===== src/rtl/mul_share_sched.sv =====
// mul_share_sched: round-robin front end for one shared, non-stallable
// 32x32 signed multiplier. Issues at most one operand pair per cycle, tags
// it with the requester ID, delays the tag to line up with the product and
// steers the 64-bit result back to its owner. Per-requester credit counters
// bound the number of operations each requester may have in flight.
module mul_share_sched #(
  parameter int NREQ    = 4,
  parameter int MUL_LAT = 9,
  parameter int MAX_OUT = 4
) (
  input  logic                 clk,
  input  logic                 rst,
  input  logic                 flush,
  input  logic [NREQ-1:0]      req_valid,
  output logic [NREQ-1:0]      req_ready,
  input  logic [32*NREQ-1:0]   req_a,
  input  logic [32*NREQ-1:0]   req_b,
  output logic [31:0]          mul_a,
  output logic [31:0]          mul_b,
  input  logic [63:0]          mul_p,
  output logic [NREQ-1:0]      rsp_valid,
  output logic [63:0]          rsp_p,
  output logic                 busy
);

  localparam int IDW = $clog2(NREQ);
  localparam int CW  = $clog2(MAX_OUT + 1);

  logic [IDW-1:0]   ptr_reg;
  logic [IDW-1:0]   ptr_next;
  logic [CW-1:0]    cnt_reg [NREQ];
  logic [NREQ-1:0]  elig;
  logic             grant_any;
  logic [IDW-1:0]   grant_id;
  logic [IDW:0]     scan_idx;
  logic [IDW:0]     ptr_inc;
  logic [NREQ-1:0]  grant_vec;
  logic [31:0]      a_arr [NREQ];
  logic [31:0]      b_arr [NREQ];

  logic [MUL_LAT-1:0] vld_pipe_reg;
  logic [IDW-1:0]     id_pipe_reg [MUL_LAT];
  logic               last_vld;
  logic [IDW-1:0]     last_id;

  // Unpack operands, qualify eligibility and decode the one-hot grant/response
  for (genvar gi = 0; gi < NREQ; gi++) begin : g_req
    assign a_arr[gi]     = req_a[32*gi +: 32];
    assign b_arr[gi]     = req_b[32*gi +: 32];
    // rst gates the grant so nothing is handshaken while reset is held
    assign elig[gi]      = req_valid[gi] && (cnt_reg[gi] < CW'(MAX_OUT)) && !flush && !rst;
    assign grant_vec[gi] = grant_any && (grant_id == IDW'(gi));
    assign rsp_valid[gi] = last_vld && !flush && (last_id == IDW'(gi));
  end

  assign req_ready = grant_vec;
  assign last_vld  = vld_pipe_reg[MUL_LAT-1];
  assign last_id   = id_pipe_reg[MUL_LAT-1];
  assign rsp_p     = mul_p;
  assign busy      = |vld_pipe_reg;
  assign mul_a     = grant_any ? a_arr[grant_id] : 32'd0;
  assign mul_b     = grant_any ? b_arr[grant_id] : 32'd0;

  // Round-robin search starting at the pointer, wrapping modulo NREQ
  always_comb begin
    grant_any = 1'b0;
    grant_id  = '0;
    scan_idx  = '0;
    for (int k = 0; k < NREQ; k++) begin
      scan_idx = {1'b0, ptr_reg} + (IDW+1)'(k);
      if (scan_idx >= (IDW+1)'(NREQ)) begin
        scan_idx = scan_idx - (IDW+1)'(NREQ);
      end
      if (!grant_any && elig[scan_idx[IDW-1:0]]) begin
        grant_any = 1'b1;
        grant_id  = scan_idx[IDW-1:0];
      end
    end
  end

  // Next pointer: one past the winner, or hold when nothing was granted
  always_comb begin
    ptr_inc  = {1'b0, grant_id} + (IDW+1)'(1);
    ptr_next = ptr_reg;
    if (grant_any) begin
      if (ptr_inc == (IDW+1)'(NREQ)) begin
        ptr_next = '0;
      end else begin
        ptr_next = ptr_inc[IDW-1:0];
      end
    end
  end

  // Pointer register; flush deliberately leaves it alone
  always_ff @(posedge clk or posedge rst) begin
    if (rst) begin
      ptr_reg <= '0;
    end else begin
      ptr_reg <= ptr_next;
    end
  end

  // Tag delay line matched to the multiplier latency; flush kills every stage
  always_ff @(posedge clk or posedge rst) begin
    if (rst) begin
      vld_pipe_reg <= '0;
      for (int s = 0; s < MUL_LAT; s++) begin
        id_pipe_reg[s] <= '0;
      end
    end else begin
      // grant_any is already low during flush, so stage 0 clears too
      vld_pipe_reg[0] <= grant_any;
      id_pipe_reg[0]  <= grant_id;
      for (int s = 1; s < MUL_LAT; s++) begin
        vld_pipe_reg[s] <= flush ? 1'b0 : vld_pipe_reg[s-1];
        id_pipe_reg[s]  <= id_pipe_reg[s-1];
      end
    end
  end

  // Outstanding-operation credit counters: +1 on grant, -1 on response
  always_ff @(posedge clk or posedge rst) begin
    if (rst) begin
      for (int i = 0; i < NREQ; i++) begin
        cnt_reg[i] <= '0;
      end
    end else if (flush) begin
      for (int i = 0; i < NREQ; i++) begin
        cnt_reg[i] <= '0;
      end
    end else begin
      for (int i = 0; i < NREQ; i++) begin
        if (grant_vec[i] && !rsp_valid[i]) begin
          cnt_reg[i] <= cnt_reg[i] + CW'(1);
        end else if (!grant_vec[i] && rsp_valid[i]) begin
          cnt_reg[i] <= cnt_reg[i] - CW'(1);
        end
      end
    end
  end

endmodule


===== config.mk =====
export PLATFORM = sky130hd
export DESIGN_NAME = mul_share_sched
export DESIGN_NICKNAME = d
export VERILOG_FILES = /design/src/rtl/mul_share_sched.sv
export SDC_FILE = /design/constraint.sdc
export NUM_CORES = 1
export LEC_CHECK = 0
export CAP_MARGIN = 10
export CORE_AREA = 2 2 181 183
export CTS_CLUSTER_SIZE = 20
export DETAILED_ROUTE_END_ITERATION = 8
export DIE_AREA = 0 0 183 185
export HOLD_SLACK_MARGIN = 0.1
export PLACE_DENSITY_LB_ADDON = 0.08
export SYNTH_ARGS = -nofsm -noshare
export SYNTH_HDL_FRONTEND = slang
export SYNTH_SLANG_ARGS = --single-unit

===== constraint.sdc =====
create_clock -name clk -period 3.2 [get_ports clk]
set_input_delay 0.32 -clock clk [delete_from_list [all_inputs] [get_ports clk]]
set_output_delay 0.32 -clock clk [all_outputs]
set_load 0.03 [all_outputs]

Word-level counts from Yosys, hierarchy flattened
Cells that the tools add are included.
Operators by class
  $add $sub $neg: 16
  order comparisons: 13
  equality and inequality tests: 7
  muxes and demuxes: 46
  bitwise gates (word level): 1
  reductions and logical operators: 52
Operators by type and width (number)
  32-bit 2-to-1 mux: 6
  32-bit binary-select mux with 2-bit select: 2
  1-bit logical AND: 32
  3-bit 2-to-1 mux: 8
  2-bit 2-to-1 mux: 9
  1-bit 2-to-1 mux: 16
  1-bit logical NOT: 13
  3-bit by 1-bit adder with 3-bit output (second input constant): 4
  3-bit >= comparator (second input constant): 4
  2-bit by 3-bit < comparator with 1-bit output (second input constant): 4
  3-bit < comparator (second input constant): 4
  12-bit 2-to-1 mux: 1
  3-bit nonzero test: 4
  3-bit by 1-bit subtractor with 3-bit output (second input constant): 4
  9-bit OR reduction: 1
  1-bit binary-select mux with 2-bit select: 4
  2-bit == test (second input constant): 4
  2-bit by 1-bit subtractor with 2-bit output (second input constant): 4
  2-bit by 1-bit adder with 3-bit output (second input constant): 2
  2-bit by 2-bit adder with 3-bit output (second input constant): 2
  2-bit by 1-bit == test with 1-bit output (second input constant): 2
  2-bit logical NOT: 2
  3-bit == test (second input constant): 1
  2-bit by 3-bit >= comparator with 1-bit output (second input constant): 1
  2-bit inverter with 3-bit output: 1
Word-level totals
  register bits after elaboration: 41
  bits of input ports: 327
  output and inout bits: 137

Depth between registers and ports, before layout
  word-level depth: 23
  depth in mapped cells: 16

Least setup slack after synthesis
Ideal clock, no wire load.
  path type: in2reg
  start point: input flush
  end point: register cnt_reg[7] (netlist bit)
  data arrival time: 3.029 ns
  required time: 3.101 ns
  setup slack: 0.071 ns
  stages on the path: 14
  buffers on the path: 4
  cell sequence: buf_2 -> nor4b_2 -> a21oi_1 -> nor3_4 -> buf_6 -> buf_6 -> buf_4 -> ha_1 -> inv_1 -> or3_1 -> inv_1 -> fa_1 -> a21boi_1 -> a311oi_1
Between the ends
  cells in the longest elaborated chain, start to end: 20
RTL lines
  from (decl): line 13  | input logic flush,
  1-bit logical NOT *: line 51  | assign elig[gi] = req_valid[gi] && (cnt_reg[gi] < CW'(MAX_OUT)) && !flush && !rst;
  1-bit logical AND (2 in series): line 51
  1-bit binary-select mux with 2-bit select: line 74  | if (!grant_any && elig[scan_idx[IDW-1:0]]) begin
  1-bit 2-to-1 mux (implied by the code): line 74
  1-bit 2-to-1 mux: line 74
  1-bit logical NOT: line 74
  1-bit logical AND: line 74
  1-bit 2-to-1 mux: line 74
  [... 4 more ...]
  1-bit logical AND: line 74
  2-bit 2-to-1 mux *: line 74
  net grant_id[0]: line 34  | logic [IDW-1:0] grant_id;
  2-bit by 1-bit == test with 1-bit output *: line 52  | assign grant_vec[gi] = grant_any && (grant_id == IDW'(gi));
  1-bit logical AND *: line 52
  1-bit logical AND / 1-bit logical NOT (equally long branches): line 133, 135
  3-bit 2-to-1 mux / 1-bit logical AND (equally long branches): line 133, 135
  12-bit 2-to-1 mux / 3-bit nonzero test (equally long branches)
  to (signal, indexed assignment): line 134  | cnt_reg[i] <= cnt_reg[i] + CW'(1);
  to (signal, indexed assignment): line 136  | cnt_reg[i] <= cnt_reg[i] - CW'(1);
  to (decl): line 31  | logic [CW-1:0] cnt_reg [NREQ];
The timed path passes the listed nets; every way through them passes the cells marked *. The select of a mux whose other input is x is not followed.
A chain may end at the register's enable or synchronous reset.

Final worst setup path
  start point: register cnt_reg[8] (netlist bit)
  end point: output mul_a[5]
Between the ends
  cells in the longest elaborated chain, start to end: 21
RTL lines
  3-bit < comparator *: line 51
  1-bit logical AND * (3 in series): line 51
  1-bit binary-select mux with 2-bit select: line 74
  1-bit 2-to-1 mux (implied by the code): line 74
  1-bit 2-to-1 mux: line 74
  1-bit logical NOT: line 74
  1-bit logical AND: line 74
  1-bit 2-to-1 mux: line 74
  [... 2 more ...]
  1-bit 2-to-1 mux: line 74
  1-bit logical NOT: line 74
  1-bit logical AND: line 74
  2-bit 2-to-1 mux: line 74
  2-bit inverter with 3-bit output (implied by the code): line 61  | assign mul_a = grant_any ? a_arr[grant_id] : 32'd0;
  32-bit binary-select mux with 2-bit select: line 61
  32-bit 2-to-1 mux (implied by the code) (2 in series): line 61
  32-bit 2-to-1 mux *: line 61
  to (decl): line 18  | output logic [31:0] mul_a,
Mark *: on every way between the ends. The rest lies on a longest branch, timed or not. The select of a mux whose other input is x is not followed.

==> results.json <==
{
  "cp_common_cell": "buf_12",
  "regToRegStartpoint": "cnt_reg[8]$_DFFE_PP0P_",
  "first_pass_iters": 4,
  "grt_max_degree": 45,
  "antenna_cells": 0,
  "synthCells": 681,
  "ff2ff_setup_slack_ns": 0.22,
  "routabilityCongestion": 0.808,
  "dp_hpwl_mm": 22.1,
  "status": "completed",
  "root_buffer": "clkbuf_16",
  "antenna_left": 0,
  "fin_skew_ns": 0.00244,
  "drt_iter0_drc": 205,
  "pre_cts_slack_ns": -0.142,
  "intPower_mw": 1.61,
  "drv_cap": 0,
  "vias_per_cell": 4.61,
  "fmax_mhz": 324,
  "async_flop_share_pct": 100,
  "chipHeight_um": 185,
  "final-hold-violation-count": 0,
  "top_usage_layer": "met2",
  "p_comb_share_pct": 52.7,
  "synth-adder-area-share_pct": 2.26,
  "layout_min_cycle_time_ns": 3.08,
  "yosys.area_share.simple_pct": 35.4,
  "clkTransAtPathRegs_ns": 0.06,
  "clk_path_buf_depth": 2,
  "finalNetCount": 1325,
  "ys_seq_area_share_pct": 17.8,
  "cts_tree": "done",
  "io_buffers": 335,
  "synth_nets": 1016,
  "cts-buffers-inserted": 5,
  "ir_drop_uv": 172,
  "clockPowerShare_pct": 24.1,
  "num_rows": 66,
  "layout_common_cells": "266 x clkdlybuf4s50_1, 130 x nor3b_1, 127 x nand3_1",
  "relSlewSlack_pct": 52.3,
  "end_kind": "primary output",
  "setup_violations": 0,
  "worstRegToRegCells": 11,
  "power.leakage_nw": 3.72,
  "routed_wl_mm": 28.7,
  "finalMaxSlewViolations": 0,
  "ys_types": 51,
  "initial_core_util_pct": 18.0,
  "synth_edf_count": 0,
  "synth_ff_type": "dfrtp_1",
  "cpPeakStageDelay_ns": 0.46,
  "grt_antenna_before_repair": 0,
  "final_cells": 1399,
  "synth_top_family_by_area": "simple AND/OR/NAND/NOR gates",
  "switching_share_pct": 32.3,
  "crit_type": "register to primary output",
  "power_switching_mw": 0.769,
  "pwr-share-seq_pct": 23.2,
  "worst_slack_ns": 0.118,
  "htreeDepth": 2,
  "vias": 6448,
  "grt_use_met3_pct": 4.25,
  "start_kind": "register",
  "synthXorXnorAreaFrac_pct": 0,
  "layout-drive-gt1-share_pct": 26.0,
  "wl_per_cell_um": 20.5,
  "grt_pass1_wl_mm": 40.3,
  "rr_endpoint": "cnt_reg[7]$_DFFE_PP0P_",
  "setup-tns-final_ns": 0,
  "syn_area_per_cell_um2": 8.47,
  "synth.cell_area_um2": 5770,
  "worst_pin_slew_ns": 0.715,
  "io_pins": 464,
  "die_w_um": 183,
  "drc": 0,
  "core_area_um2": 32000,
  "clkLatencyLatePin_ns": 0.28,
  "cp_slowest_cell": "dfrtp_2",
  "arrival_ns": 2.76,
  "layout_commonest_cell": "clkdlybuf4s50_1",
  "ys_ff_latch": 41,
  "period_share_pct": 96.3,
  "synth_warnings": 0,
  "grt_use_met1_pct": 18.1,
  "area_delta_synth_final_pct": 77.1,
  "overflow": 0,
  "grt_use_total_pct": 15.4,
  "synth_compound_area_share_pct": 15.1,
  "crit_fanout": 7,
  "dpl.cell_count": 1373,
  "min_path_type": "input pin to async pin",
  "required_ns": 2.88,
  "largest_reg_flops": 16,
  "crit_chain": "nor4b_4 -> a21oi_2 -> nor3_4 -> buf_6 -> buf_12 -> clkbuf_16 -> mux2_1 -> a211oi_1 -> buf_4 -> buf_12",
  "p_per_area_nw_per_um2": 233,
  "use_met2_pct": 28.6,
  "synthMuxAreaShare_pct": 14.6,
  "die_area_um2": 33900,
  "numClockSinks": 41,
  "first_global_vias": 6409
}
power groups by stage:
stage	Clock, mW	Sequential, mW	Combinational, mW
floorplan	0	0.561	0.689
global placement	0	0.564	1.22
detailed placement	0	0.564	1.21
CTS	0.593	0.554	1.23
global route	0.618	0.556	1.35
finish	0.573	0.554	1.26
critical path, delay by kind of cell, from the launching register on:
kind / cells / cell delay [ns]
AO/OA/AOI/OAI: 2 / 0.34
buffers and inverters: 5 / 0.72
flip-flops: 1 / 0.46
multiplexers: 1 / 0.32
AND/OR/NAND/NOR: 2 / 0.62
Yosys cell counts, types with 7 or more instances:
master	number	area [um^2]
a211oi_1	38	285
a211oi_2	27	338
a21oi_1	7	35.0
buf_2	31	155
buf_4	66	495
clkbuf_1	22	82.6
dfrtp_1	41	1030
inv_1	17	63.8
mux2_1	28	315
mux2_2	8	90.1
mux2_4	27	405
nand3_1	127	636
nor2b_1	12	75.1
nor3_1	17	85.1
nor3b_1	130	976
cell type report:
cell class | count | area [um^2]
clock buffer | 6 | 129
clock inverter | 2 | 38.8
fill | 3377 | 21800
inverter | 19 | 71.3
multi-input combinational | 495 | 3990
sequential | 41 | 1030
tap | 408 | 510
timing repair buffer | 428 | 4450
layer usage:
metal,vias to the layer above,wire (um)
met5,-,0
met4,0,185
met3,8,2050
met2,240,15100
met1,3125,11400
li1,3075,-
per-stage QoR:
step,hold WS (ns),utilization [%],power [mW],area [um^2]
after global placement,0.332,30.2,1.78,9690
after floorplan,0.331,-,1.25,5770
after global routing,0.344,31.9,2.52,10200
after CTS,0.349,30.9,2.38,9920
final,0.270,31.9,2.38,10200
after detailed placement,0.335,30.2,1.78,9690
cell families (layout without fill, tap and decap cells):
group	count (synthesis)	in the layout
buffers and inverters	145	455
adder cells (fa/ha/maj)	8	8
AND/OR/NAND/NOR	323	323
multiplexers	66	66
AO/OA/AOI/OAI	98	98
flip-flops	41	41
worst max-delay path by stage:
stage | from | end | slack [ns] | cells after the start
floorplan | flush | cnt_reg[7]$_DFFE_PP0P_ | 0.07 | 14
global placement | rst | mul_b[15] | -0.17 | 10
detailed placement | rst | mul_b[15] | -0.14 | 10
CTS | req_valid[0] | mul_b[15] | 0.006 | 10
global route | cnt_reg[8]$_DFFE_PP0P_ | mul_a[5] | -0.01 | 10
finish | cnt_reg[8]$_DFFE_PP0P_ | mul_a[5] | 0.12 | 10
what timing repair did:
action / in CTS / in global routing
buffers inserted: 0 / 13
gates resized for setup: 5 / 23
hold buffers: 0 / 0
pin swaps: 0 / 6
setup endpoints to repair: 27 / 42
cloned: 1 / 4
hold endpoints to repair: 0 / 0
(Power assumes the default switching activity.)
